File: src/rtl/pack_fields.sv
// pack_fields: two-stage posit field packer (inverse of the field extractor).
// Turns per-lane {signed regime, exponent} plus {hidden, fraction} into sign-less
// posit strings of 32, 16 or 8 bits with round-to-nearest-even and saturation.
//
// Ports
//   clk, rst_n                 clock, asynchronous active-low reset
//   in_valid / in_ready        input handshake (in_ready is combinational from out_ready)
//   mode                       lane configuration of the offered transaction
//   exp32 / mant32             one 32-bit lane: {regime[5:0], exp} / {hidden, fraction}
//   exp16 / mant16             two 16-bit lanes, lane i = exp16[i] / mant16[i]
//   exp8  / mant8              four 8-bit lanes, lane i = exp8[i] / mant8[i]
//   out_valid / out_ready      output handshake
//   out                        packed posit(s), lane i at out[N*i +: N]
//   out_mode                   mode of the transaction currently on out

package pe_pkg;
    localparam int PRECISION_CONFIG_L = 2;
    localparam logic [PRECISION_CONFIG_L-1:0] PRECISION_CONFIG_32B = 2'd0;
    localparam logic [PRECISION_CONFIG_L-1:0] PRECISION_CONFIG_16B = 2'd1;
    localparam logic [PRECISION_CONFIG_L-1:0] PRECISION_CONFIG_8B  = 2'd2;

    // Per-lane stage-1 state: everything is left-aligned in a 64-bit frame so
    // one datapath serves every lane width.
    typedef struct packed {
        logic [63:0] therm;   // regime string, left-aligned
        logic [63:0] ef;      // {exp, fraction}, left-aligned
        logic [5:0]  shamt;   // regime string length = right shift of ef
        logic        zero;
        logic        smax;
        logic        smin;
    } lane_s1_t;
endpackage

module pack_fields
    import pe_pkg::*;
#(
    parameter int ES_L_32 = 6,
    parameter int ES_L_16 = 4,
    parameter int ES_L_8  = 2
) (
    input  logic                               clk,
    input  logic                               rst_n,
    input  logic                               in_valid,
    output logic                               in_ready,
    input  logic [PRECISION_CONFIG_L-1:0]      mode,
    input  logic [ES_L_32+5:0]                 exp32,
    input  logic [30-ES_L_32:0]                mant32,
    input  logic [1:0][ES_L_16+4:0]            exp16,
    input  logic [1:0][14-ES_L_16:0]           mant16,
    input  logic [3:0][ES_L_8+3:0]             exp8,
    input  logic [3:0][6-ES_L_8:0]             mant8,
    output logic                               out_valid,
    input  logic                               out_ready,
    output logic [31:0]                        out,
    output logic [PRECISION_CONFIG_L-1:0]      out_mode
);

    // Lane width in bits for a mode; unsupported codes fall back to 32.
    function automatic logic [5:0] lane_width(input logic [PRECISION_CONFIG_L-1:0] m);
        case (m)
            PRECISION_CONFIG_16B: lane_width = 6'd16;
            PRECISION_CONFIG_8B:  lane_width = 6'd8;
            default:              lane_width = 6'd32;
        endcase
    endfunction

    // Regime thermometer, shift amount and saturation/zero classification.
    function automatic lane_s1_t lane_front(input logic [6:0] k, input logic [63:0] ef,
                                            input logic hid, input logic [5:0] n);
        lane_s1_t    r;
        logic signed [7:0] ks;
        logic signed [7:0] ns;
        logic [6:0]  kneg;
        ks      = $signed({k[6], k});
        ns      = $signed({2'b00, n});
        kneg    = 7'd0 - k;
        r.ef    = ef;
        r.zero  = ~hid;
        r.smax  = (ks > (ns - 8'sd2));
        r.smin  = (ks < (8'sd1 - ns));
        r.therm = 64'd0;
        r.shamt = 6'd0;
        if (!(r.smax || r.smin)) begin
            if (!k[6]) begin
                // k >= 0: k+1 ones then a zero
                r.therm = ~(64'hFFFF_FFFF_FFFF_FFFF >> (k + 7'd1));
                r.shamt = k[5:0] + 6'd2;
            end else begin
                // k < 0: -k zeros then a one
                r.therm = 64'h8000_0000_0000_0000 >> kneg;
                r.shamt = kneg[5:0] + 6'd1;
            end
        end else begin
            r.therm = 64'd0;
        end
        return r;
    endfunction

    // Merge regime with {exp, fraction}, keep the top n bits, RNE, then override.
    function automatic logic [31:0] lane_back(input lane_s1_t s, input logic [5:0] n);
        logic [63:0] word;
        logic [63:0] mask;
        logic [63:0] top;
        logic [63:0] rnd;
        logic [5:0]  gidx;
        logic        guard;
        logic        sticky;
        logic        inc;
        logic [63:0] res;
        word   = s.therm | (s.ef >> s.shamt);
        mask   = ~(64'hFFFF_FFFF_FFFF_FFFF << n);
        top    = word >> (7'd64 - {1'b0, n});
        gidx   = 6'd63 - n;
        guard  = word[gidx];
        sticky = |(word << ({1'b0, n} + 7'd1));
        inc    = guard & (sticky | top[0]);
        rnd    = top + {63'd0, inc};
        if (s.zero) begin
            res = 64'd0;
        end else if (s.smax || (rnd == mask)) begin
            res = mask & ~64'd1;
        end else if (s.smin || (rnd == 64'd0)) begin
            res = 64'd1;
        end else begin
            res = rnd;
        end
        return res[31:0];
    endfunction

    logic [3:0][6:0]                k_s;
    logic [3:0][63:0]               ef_s;
    logic [3:0]                     hid_s;
    lane_s1_t [3:0]                 s1_lane_d;
    lane_s1_t [3:0]                 s1_lane_q;
    logic [PRECISION_CONFIG_L-1:0]  s1_mode_q;
    logic                           s1_valid_q;
    logic                           s1_adv_s;
    logic [3:0][31:0]               res_s;
    logic [31:0]                    out_d;
    logic [31:0]                    out_q;
    logic [PRECISION_CONFIG_L-1:0]  out_mode_q;
    logic                           s2_valid_q;

    assign s1_adv_s  = ~s2_valid_q | out_ready;
    assign in_ready  = ~s1_valid_q | s1_adv_s;
    assign out_valid = s2_valid_q;
    assign out       = out_q;
    assign out_mode  = out_mode_q;

    // Route input lanes by mode and build the stage-1 lane state.
    always_comb begin
        k_s   = '0;
        ef_s  = '0;
        hid_s = '0;
        case (mode)
            PRECISION_CONFIG_16B: begin
                for (int i = 0; i < 2; i++) begin
                    k_s[i]   = {{2{exp16[i][ES_L_16+4]}}, exp16[i][ES_L_16+4:ES_L_16]};
                    ef_s[i]  = {exp16[i][ES_L_16-1:0], mant16[i][13-ES_L_16:0], 50'd0};
                    hid_s[i] = mant16[i][14-ES_L_16];
                end
            end
            PRECISION_CONFIG_8B: begin
                for (int i = 0; i < 4; i++) begin
                    k_s[i]   = {{3{exp8[i][ES_L_8+3]}}, exp8[i][ES_L_8+3:ES_L_8]};
                    ef_s[i]  = {exp8[i][ES_L_8-1:0], mant8[i][5-ES_L_8:0], 58'd0};
                    hid_s[i] = mant8[i][6-ES_L_8];
                end
            end
            default: begin
                // 32-bit mode; unsupported codes take the same path
                k_s[0]   = {exp32[ES_L_32+5], exp32[ES_L_32+5:ES_L_32]};
                ef_s[0]  = {exp32[ES_L_32-1:0], mant32[29-ES_L_32:0], 34'd0};
                hid_s[0] = mant32[30-ES_L_32];
            end
        endcase
        for (int i = 0; i < 4; i++) begin
            s1_lane_d[i] = lane_front(k_s[i], ef_s[i], hid_s[i], lane_width(mode));
        end
    end

    // Round each lane and merge lanes into the output word.
    always_comb begin
        for (int i = 0; i < 4; i++) begin
            res_s[i] = lane_back(s1_lane_q[i], lane_width(s1_mode_q));
        end
        case (s1_mode_q)
            PRECISION_CONFIG_16B: out_d = {res_s[1][15:0], res_s[0][15:0]};
            PRECISION_CONFIG_8B:  out_d = {res_s[3][7:0], res_s[2][7:0], res_s[1][7:0], res_s[0][7:0]};
            default:              out_d = res_s[0];
        endcase
    end

    // Stage 1 register: loads whenever the input side transfers.
    always_ff @(posedge clk or negedge rst_n) begin
        if (!rst_n) begin
            s1_valid_q <= 1'b0;
            s1_lane_q  <= '0;
            s1_mode_q  <= PRECISION_CONFIG_32B;
        end else begin
            if (in_ready) begin
                s1_valid_q <= in_valid;
            end
            if (in_valid && in_ready) begin
                s1_lane_q <= s1_lane_d;
                s1_mode_q <= mode;
            end
        end
    end

    // Stage 2 register: holds while the output is stalled, otherwise takes stage 1.
    always_ff @(posedge clk or negedge rst_n) begin
        if (!rst_n) begin
            s2_valid_q <= 1'b0;
            out_q      <= 32'd0;
            out_mode_q <= PRECISION_CONFIG_32B;
        end else begin
            if (s1_adv_s) begin
                s2_valid_q <= s1_valid_q;
            end
            if (s1_adv_s && s1_valid_q) begin
                out_q      <= out_d;
                out_mode_q <= s1_mode_q;
            end
        end
    end

endmodule

File: config.mk
export PLATFORM = sky130hd
export DESIGN_NAME = pack_fields
export DESIGN_NICKNAME = d
export VERILOG_FILES = /design/src/rtl/pack_fields.sv
export SDC_FILE = /design/constraint.sdc
export NUM_CORES = 1
export LEC_CHECK = 0
export ABC_AREA = 1
export CORE_MARGIN = 2
export CORE_UTILIZATION = 40
export CTS_BUF_LIST = sky130_fd_sc_hd__clkbuf_2
export CTS_CLUSTER_DIAMETER = 60
export CTS_CLUSTER_SIZE = 14
export DETAILED_ROUTE_END_ITERATION = 6
export SETUP_SLACK_MARGIN = 0.2
export SLEW_MARGIN = 25
export SYNTH_ARGS = -nofsm -noshare
export SYNTH_HDL_FRONTEND = slang
export SYNTH_SLANG_ARGS = --single-unit
File: constraint.sdc
create_clock -name clk -period 7.7 [get_ports clk]
set_input_delay 1.54 -clock clk [delete_from_list [all_inputs] [get_ports clk]]
set_output_delay 1.54 -clock clk [all_outputs]
set_load 0.05 [all_outputs]
==> impl_metrics.tcl, run 1 <==
set metrics [dict create \
    root_buffer "clkbuf_2" \
    io_buffers 162 \
    hold_class "input port to asynchronous set/reset pin" \
    grt_pass1_vias 40100 \
    cp_slowest_cell "inv_8" \
    viasPerCell 5.57 \
    max_freq_mhz 166 \
    clock_sinks 386 \
    worstPathArrival_ns 7.21 \
    finalPower_mw 9.66 \
    drv_cap 0 \
    period_needed_ns 6.02 \
    p_clk_share_pct 13.7 \
    setup_viol_count_final 0 \
    outcome "complete, but fails checks" \
    crit_fanout 120 \
    place_congestion 0.999 \
    rsz0062_at_grt "no" \
    antenna_found_initial 3 \
    hold_slack_ns 0.208 \
    worstRegToRegCells 28 \
    worstReg2RegEnd "out[24]" \
    r2r_start "s1_mode_q[0]" \
    grt_usage_pct 29.8 \
    fin_skew_ns 0.0615 \
    setup_tns_ns 0 \
    num_rows 113 \
    p_int_mw 4.24 \
    cpMostUsedCell "nor2_1" \
    yosys_most_used_dff "dfrtp_1" \
    yosys_warnings 0 \
    htree_levels 2 \
    ir_drop_mv 0.141 \
    syn2layout_area_growth_pct 7.98 \
    switchingPower_mw 5.42 \
    netlist_area_um2 38400 \
    hold_viol 0 \
    drt_wl_total_um 150000 \
    dieArea_um2 98400 \
    wl_per_cell_um 19.0 \
    violations "design-rule violations" \
    drcViolationCount 4 \
    worstSetupPathType "flip-flop to flip-flop" \
    cts_buffers 46 \
    critPathLaunchType "flip-flop" \
    reg2reg_slack_ns 1.68 \
    critPathTopFamily "simple AND/OR/NAND/NOR gates" \
    post-route-period-util_pct 78.1 \
    die_y_um 314 \
    drtIter0Drc 5462 \
    worstPathRequired_ns 8.89 \
    num_vias 44200 \
    maxSlewViolCount 0 \
    hold_buffers 0 \
    io-pin-count 163 \
    syn_avg_cell_area_um2 5.76 \
    ff_latch_area_um2 9660 \
    clk_pin_slew_ns 0.25 \
    grt_max_degree 159 \
    grt_pass1_wl_um 233000 \
    cts_setup_buffers 0 \
    cts_buffer_depth 3 \
    ys_seq_area_share_pct 25.2 \
    slew_headroom_pct 26.6 \
    antenna_left 0 \
    layout-drive-gt1-share_pct 5.03 \
    die_w_um 314 \
    fill_cells 10700 \
    start_util_pct 40.4 \
    firstDrtPassIters 7 \
    clkLatencyLatePin_ns 1.30 \
    multi_input_area_um2 24600 \
    worst_setup_path_end_kind "flip-flop" \
    synth-seq-cells 386 \
    cellPowerDensity_nw_per_um2 233 \
    fin_nets 6830 \
    cts_tree "yes" \
    path_buf_inv 7 \
    synthArstFlopShare_pct 100 \
    syn_inst 6661 \
    cts_resized 0 \
    cp_slowest_stage_delay_ns 0.48 \
    pwr-share-comb_pct 61.7 \
    leakage_nw 20.7 \
    synthDistinctLibCells 71 \
    netSwitchingFraction_pct 56.1 \
    core_area_um2 95000 \
    overflow 0 \
    worstMarginPinSlew_ns 1.10 \
    power_frac_seq_pct 24.6 \
    synth_edf_count 0 \
    hpwl_um 116000 \
]
power by group through the flow:
stage	sequential [mW]	clock [mW]	combinational, mW
3_3_place_gp	2.40	0	5.80
5_1_grt	2.40	1.45	6.52
3_5_place_dp	2.41	0	5.80
6_report	2.37	1.33	5.96
2_1_floorplan	2.59	0	3.78
4_1_cts	2.37	1.38	5.82
synth_stat cells, types with 7 or more instances:
| master | count | area (µm²) |
|---|---|---|
| inv_1 | 670 | 2510 |
| nor4_1 | 13 | 81.3 |
| a21oi_2 | 9 | 78.8 |
| ha_1 | 78 | 976 |
| xor2_1 | 26 | 228 |
| buf_6 | 10 | 113 |
| o32ai_1 | 30 | 263 |
| clkinv_1 | 23 | 86.3 |
| a41oi_1 | 11 | 96.3 |
| nand4_1 | 199 | 1240 |
| o21ai_0 | 299 | 1500 |
| a21oi_1 | 171 | 856 |
| buf_4 | 14 | 105 |
| nand3_1 | 967 | 4840 |
| buf_2 | 81 | 405 |
| o211ai_1 | 12 | 90.1 |
| clkbuf_1 | 158 | 593 |
| nor3_1 | 76 | 380 |
| inv_2 | 28 | 105 |
| o31ai_1 | 11 | 82.6 |
| nand2_1 | 2160 | 8110 |
| buf_1 | 54 | 203 |
| and2_1 | 12 | 75.1 |
| nor2_1 | 785 | 2950 |
| dfrtp_1 | 386 | 9660 |
| nor2_4 | 15 | 169 |
| o21ai_1 | 32 | 160 |
| o22ai_1 | 88 | 551 |
| a31oi_1 | 26 | 163 |
| nand3b_1 | 16 | 120 |
| a22oi_1 | 18 | 135 |
| o41ai_1 | 7 | 61.3 |
| nand2_2 | 34 | 213 |
| or2_2 | 8 | 50.1 |
| nand3_2 | 22 | 220 |
| nor2_2 | 39 | 244 |
| o21ai_2 | 7 | 61.3 |
worst max path at each step:
stage,startpoint,end,slack (ns),cells after the start
after floorplan,mode[0],s1_lane_q[133],2.30,15
final,s1_mode_q[0],out[24],1.68,28
after global routing,s1_lane_q[7],out[9],1.17,28
after global placement,mode[0],s1_lane_q[125],1.23,15
after detailed placement,mode[0],s1_lane_q[134],1.10,15
after CTS,s1_mode_q[0],out[24],1.83,28
cells in the final DEF, fill, tap and decap left out, types with 6 or more instances in the layout:
cell | netlist | layout
dfrtp_1 | 386 | 386
a31oi_1 | 26 | 26
o21ai_2 | 7 | 7
a21oi_2 | 9 | 10
buf_4 | 14 | 60
ha_1 | 78 | 74
bufinv_16 | 0 | 6
conb_1 | 2 | 10
o22ai_1 | 88 | 88
nand4_1 | 199 | 199
nand2_2 | 34 | 34
xor2_1 | 26 | 26
inv_2 | 28 | 28
diode_2 | 0 | 6
inv_1 | 670 | 669
nor4_1 | 13 | 13
clkdlybuf4s50_1 | 0 | 161
and2_1 | 12 | 12
o41ai_1 | 7 | 7
nor2_2 | 39 | 42
nand3_2 | 22 | 22
o31ai_1 | 11 | 11
nand2_1 | 2160 | 2159
clkbuf_2 | 0 | 51
a22oi_1 | 18 | 18
o32ai_1 | 30 | 30
o21ai_0 | 299 | 299
o211ai_1 | 12 | 12
o21ai_1 | 32 | 32
nand2_4 | 5 | 6
nor3_1 | 76 | 75
a21oi_1 | 171 | 170
or2_2 | 8 | 8
clkinv_1 | 23 | 26
a41oi_1 | 11 | 11
nor2_1 | 785 | 782
inv_8 | 0 | 6
nand3_1 | 967 | 967
nor2_4 | 15 | 15
nand3b_1 | 16 | 16
state kept, by name, summed over array words and instances (netlist names):
name        cells
out_valid       1
out_mode        2
s1_mode_q       2
s1_lane_q     348
s1_valid_q      1
out            32
kinds of logic (layout without fill, tap and decap cells):
group / after synthesis / in the layout / synth area share, %
simple gates: 4361 / 4361 / 49.1
buf+inv: 1043 / 1033 / 10.9
compound gates: 760 / 760 / 11.5
flops: 386 / 386 / 25.2
fa+ha+maj: 78 / 78 / 2.54
xor+xnor: 30 / 30 / 0.685
other cells: 2 / 16 / 0.0196
mux: 1 / 1 / 0.0261
per-stage QoR:
step	setup slack, ns	cells	util (%)	area (µm²)
global placement	1.23	7842	42.9	40800
finish	1.68	7930	43.6	41400
global route	1.17	7930	43.6	41400
CTS	1.83	7924	43.6	41400
detailed placement	1.10	7842	42.9	40800
floorplan	2.30	6669	-	38400
layout make-up:
cell class	count	area share [%]
inverter	725	6.64
clock inverter	31	0.972
sequential	386	23.3
multi-input combinational	5240	59.4
clock buffer	51	0.616
tap	1265	3.82
timing repair buffer	226	5.21
antenna	6	0.0362
per-layer routing:
| layer | vias to the layer above | wire length [µm] | track usage (%) |
|---|---|---|---|
| met5 | - | 0 | 0 |
| met4 | 0 | 3310 | 6.84 |
| met3 | 162 | 12300 | 4.72 |
| met2 | 1792 | 63200 | 44.6 |
| met1 | 20600 | 71500 | 44.6 |
| li1 | 21700 | - | - |
Note: power is estimated with default switching activity, not from simulation.
==> inputs of run 2 (changes only) <==
==> constraint.sdc (replaced) <==
create_clock -name clk -period 5.7 [get_ports clk]
set_input_delay 1.14 -clock clk [delete_from_list [all_inputs] [get_ports clk]]
set_output_delay 1.14 -clock clk [all_outputs]
set_load 0.05 [all_outputs]
==> impl_metrics.tcl, run 2 (synthesis results as in run 1) <==
set metrics [dict create \
    power_frac_seq_pct 24.4 \
    final_cells 7996 \
    pwr-share-comb_pct 62.5 \
    fin_nets 6893 \
    p_clk_share_pct 13.1 \
    core_area_um2 95000 \
    grt_pass1_vias 40300 \
    drtIter0Drc 5184 \
    worstMarginPinSlew_ns 1.03 \
    place_congestion 1.02 \
    outcome "complete, but fails checks" \
    cellPowerDensity_nw_per_um2 313 \
    rsz0062_at_grt "no" \
    overflow 0 \
    syn2layout_area_growth_pct 9.50 \
    setup_viol_count_final 0 \
    p_int_mw 5.76 \
    fin_skew_ns 0.120 \
    num_vias 44600 \
    dp.cells 7901 \
    antenna_found_initial 5 \
    top_register "s1_lane_q" \
    critPathLaunchType "flip-flop" \
    grt_max_degree 159 \
    violations "design-rule violations" \
    drv_cap 0 \
    worstReg2RegEnd "out[27]" \
    wl_per_cell_um 19.4 \
    clock_sinks 386 \
    final_common_cell "nand2_1" \
    htree_levels 2 \
    fill_cells 10600 \
    clk_pin_slew_ns 0.22 \
    drcViolationCount 1 \
    viasPerCell 5.58 \
    fin_util_pct 44.2 \
    io_buffers 162 \
    hold_class "input port to asynchronous set/reset pin" \
    pre_cts_slack_ns 0.417 \
    finalWorstSetupSlack_ns 0.583 \
    firstDrtPassIters 7 \
    crit_fanout 14 \
    cts_buffer_depth 3 \
    maxSlewViolCount 0 \
    die_y_um 314 \
    io-pin-count 163 \
    leakage_nw 21.0 \
    place_area_um2 41300 \
    hpwl_um 122000 \
    post-route-period-util_pct 89.8 \
    hold_viol 0 \
    grt_pass1_wl_um 239000 \
    start_util_pct 40.4 \
    worstSetupEndpoint "out[27]" \
    die_w_um 314 \
    startpoint "s1_lane_q[140]" \
    worstPathRequired_ns 6.86 \
    setup_tns_ns 0 \
    cp_slowest_cell "dfrtp_1" \
    cpMostUsedCell "nand2_1" \
    largest_reg_flops 348 \
    clkLatencyLatePin_ns 1.32 \
    grt_usage_pct 30.7 \
    antenna_left 0 \
    worstRegToRegCells 33 \
    dieArea_um2 98400 \
    r2r_start "s1_lane_q[140]" \
    final_area_um2 42000 \
    period_needed_ns 5.12 \
    netSwitchingFraction_pct 56.3 \
    root_buffer "clkbuf_2" \
    layout-drive-gt1-share_pct 6.13 \
    worstPathArrival_ns 6.27 \
    hold_slack_ns 0.290 \
    cts_buffers 47 \
    finalPower_mw 13.2 \
    ir_drop_mv 0.207 \
    layout_common_cells "nand2_1 (2158), nand3_1 (966), nor2_1 (778), inv_1 (669), dfrtp_1 (381)" \
    reg2reg_slack_ns 0.58 \
    drt_wl_total_um 155000 \
    worst_setup_path_end_kind "flip-flop" \
    slew_headroom_pct 31.0 \
    max_freq_mhz 195 \
    worstSetupPathType "flip-flop to flip-flop" \
    cts_tree "yes" \
    cp_slowest_stage_delay_ns 0.43 \
    switchingPower_mw 7.41 \
    num_rows 113 \
]
==> run 2: cell types whose count changed in the layout (fill, tap and decap cells not counted), sizes merged <==
cell	delta
bufinv	-2
dlygate4sd3	+1
clkinv	-3
clkinvlp	+1
buf	+61
clkbuf	+3
inv	+5
==> run 2: final cells by class <==
| class | count | area, µm² | share of cell area [%] |
|---|---|---|---|
| well taps | 1265 | 1580 | 3.77 |
| diodes | 6 | 15.0 | 0.0357 |
| multi-input cells | 5240 | 24600 | 58.6 |
| flip-flops and latches | 386 | 9670 | 23.0 |
| clock buffers | 54 | 270 | 0.643 |
| clock inverters | 32 | 353 | 0.840 |
| inverters | 725 | 2760 | 6.56 |
| repair buffers | 288 | 2750 | 6.53 |
==> run 2: worst max-delay path, delay by kind of cell (launching register included) <==
family	cells	cell delay [ns]
adders and majority gates	1	0.25
AOI/OAI and AO/OA	3	0.51
DFF	1	0.43
buffers and inverters	3	0.44
and+or+nand+nor	26	3.31
==> run 2: worst min-delay path by stage <==
stage,to,cells past startpoint
global placement,out[0],2
CTS,s1_lane_q[50],2
floorplan,s1_lane_q[99],2
detailed placement,out[0],2
global route,s1_lane_q[50],2
finish,s1_lane_q[50],2
==> run 2: timing repair <==
| item | CTS | global route |
|---|---|---|
| hold buffers | 1 | 0 |
| buffers inserted | 0 | 1 |
| resized for setup | 0 | 15 |
| endpoints found under the setup margin | 0 | 32 |
| endpoints found under the hold margin | 219 | 0 |
==> run 2: routing by layer <==
metal	share of wire (%)	up-vias	global-route usage, %
li1	-	21800	-
met1	48	20700	46.7
met2	42	1883	45.5
met3	8.0	212	4.19
met4	2.5	0	7.44
met5	0	-	0
==> run 2: power groups by stage <==
| stage | Clock (mW) | Combinational [mW] | Sequential, mW |
|---|---|---|---|
| 2_1_floorplan | 0 | 5.11 | 3.50 |
| 3_3_place_gp | 0 | 8.00 | 3.25 |
| 3_5_place_dp | 0 | 7.99 | 3.25 |
| 4_1_cts | 1.79 | 8.02 | 3.20 |
| 5_1_grt | 1.88 | 8.98 | 3.24 |
| 6_report | 1.72 | 8.23 | 3.21 |
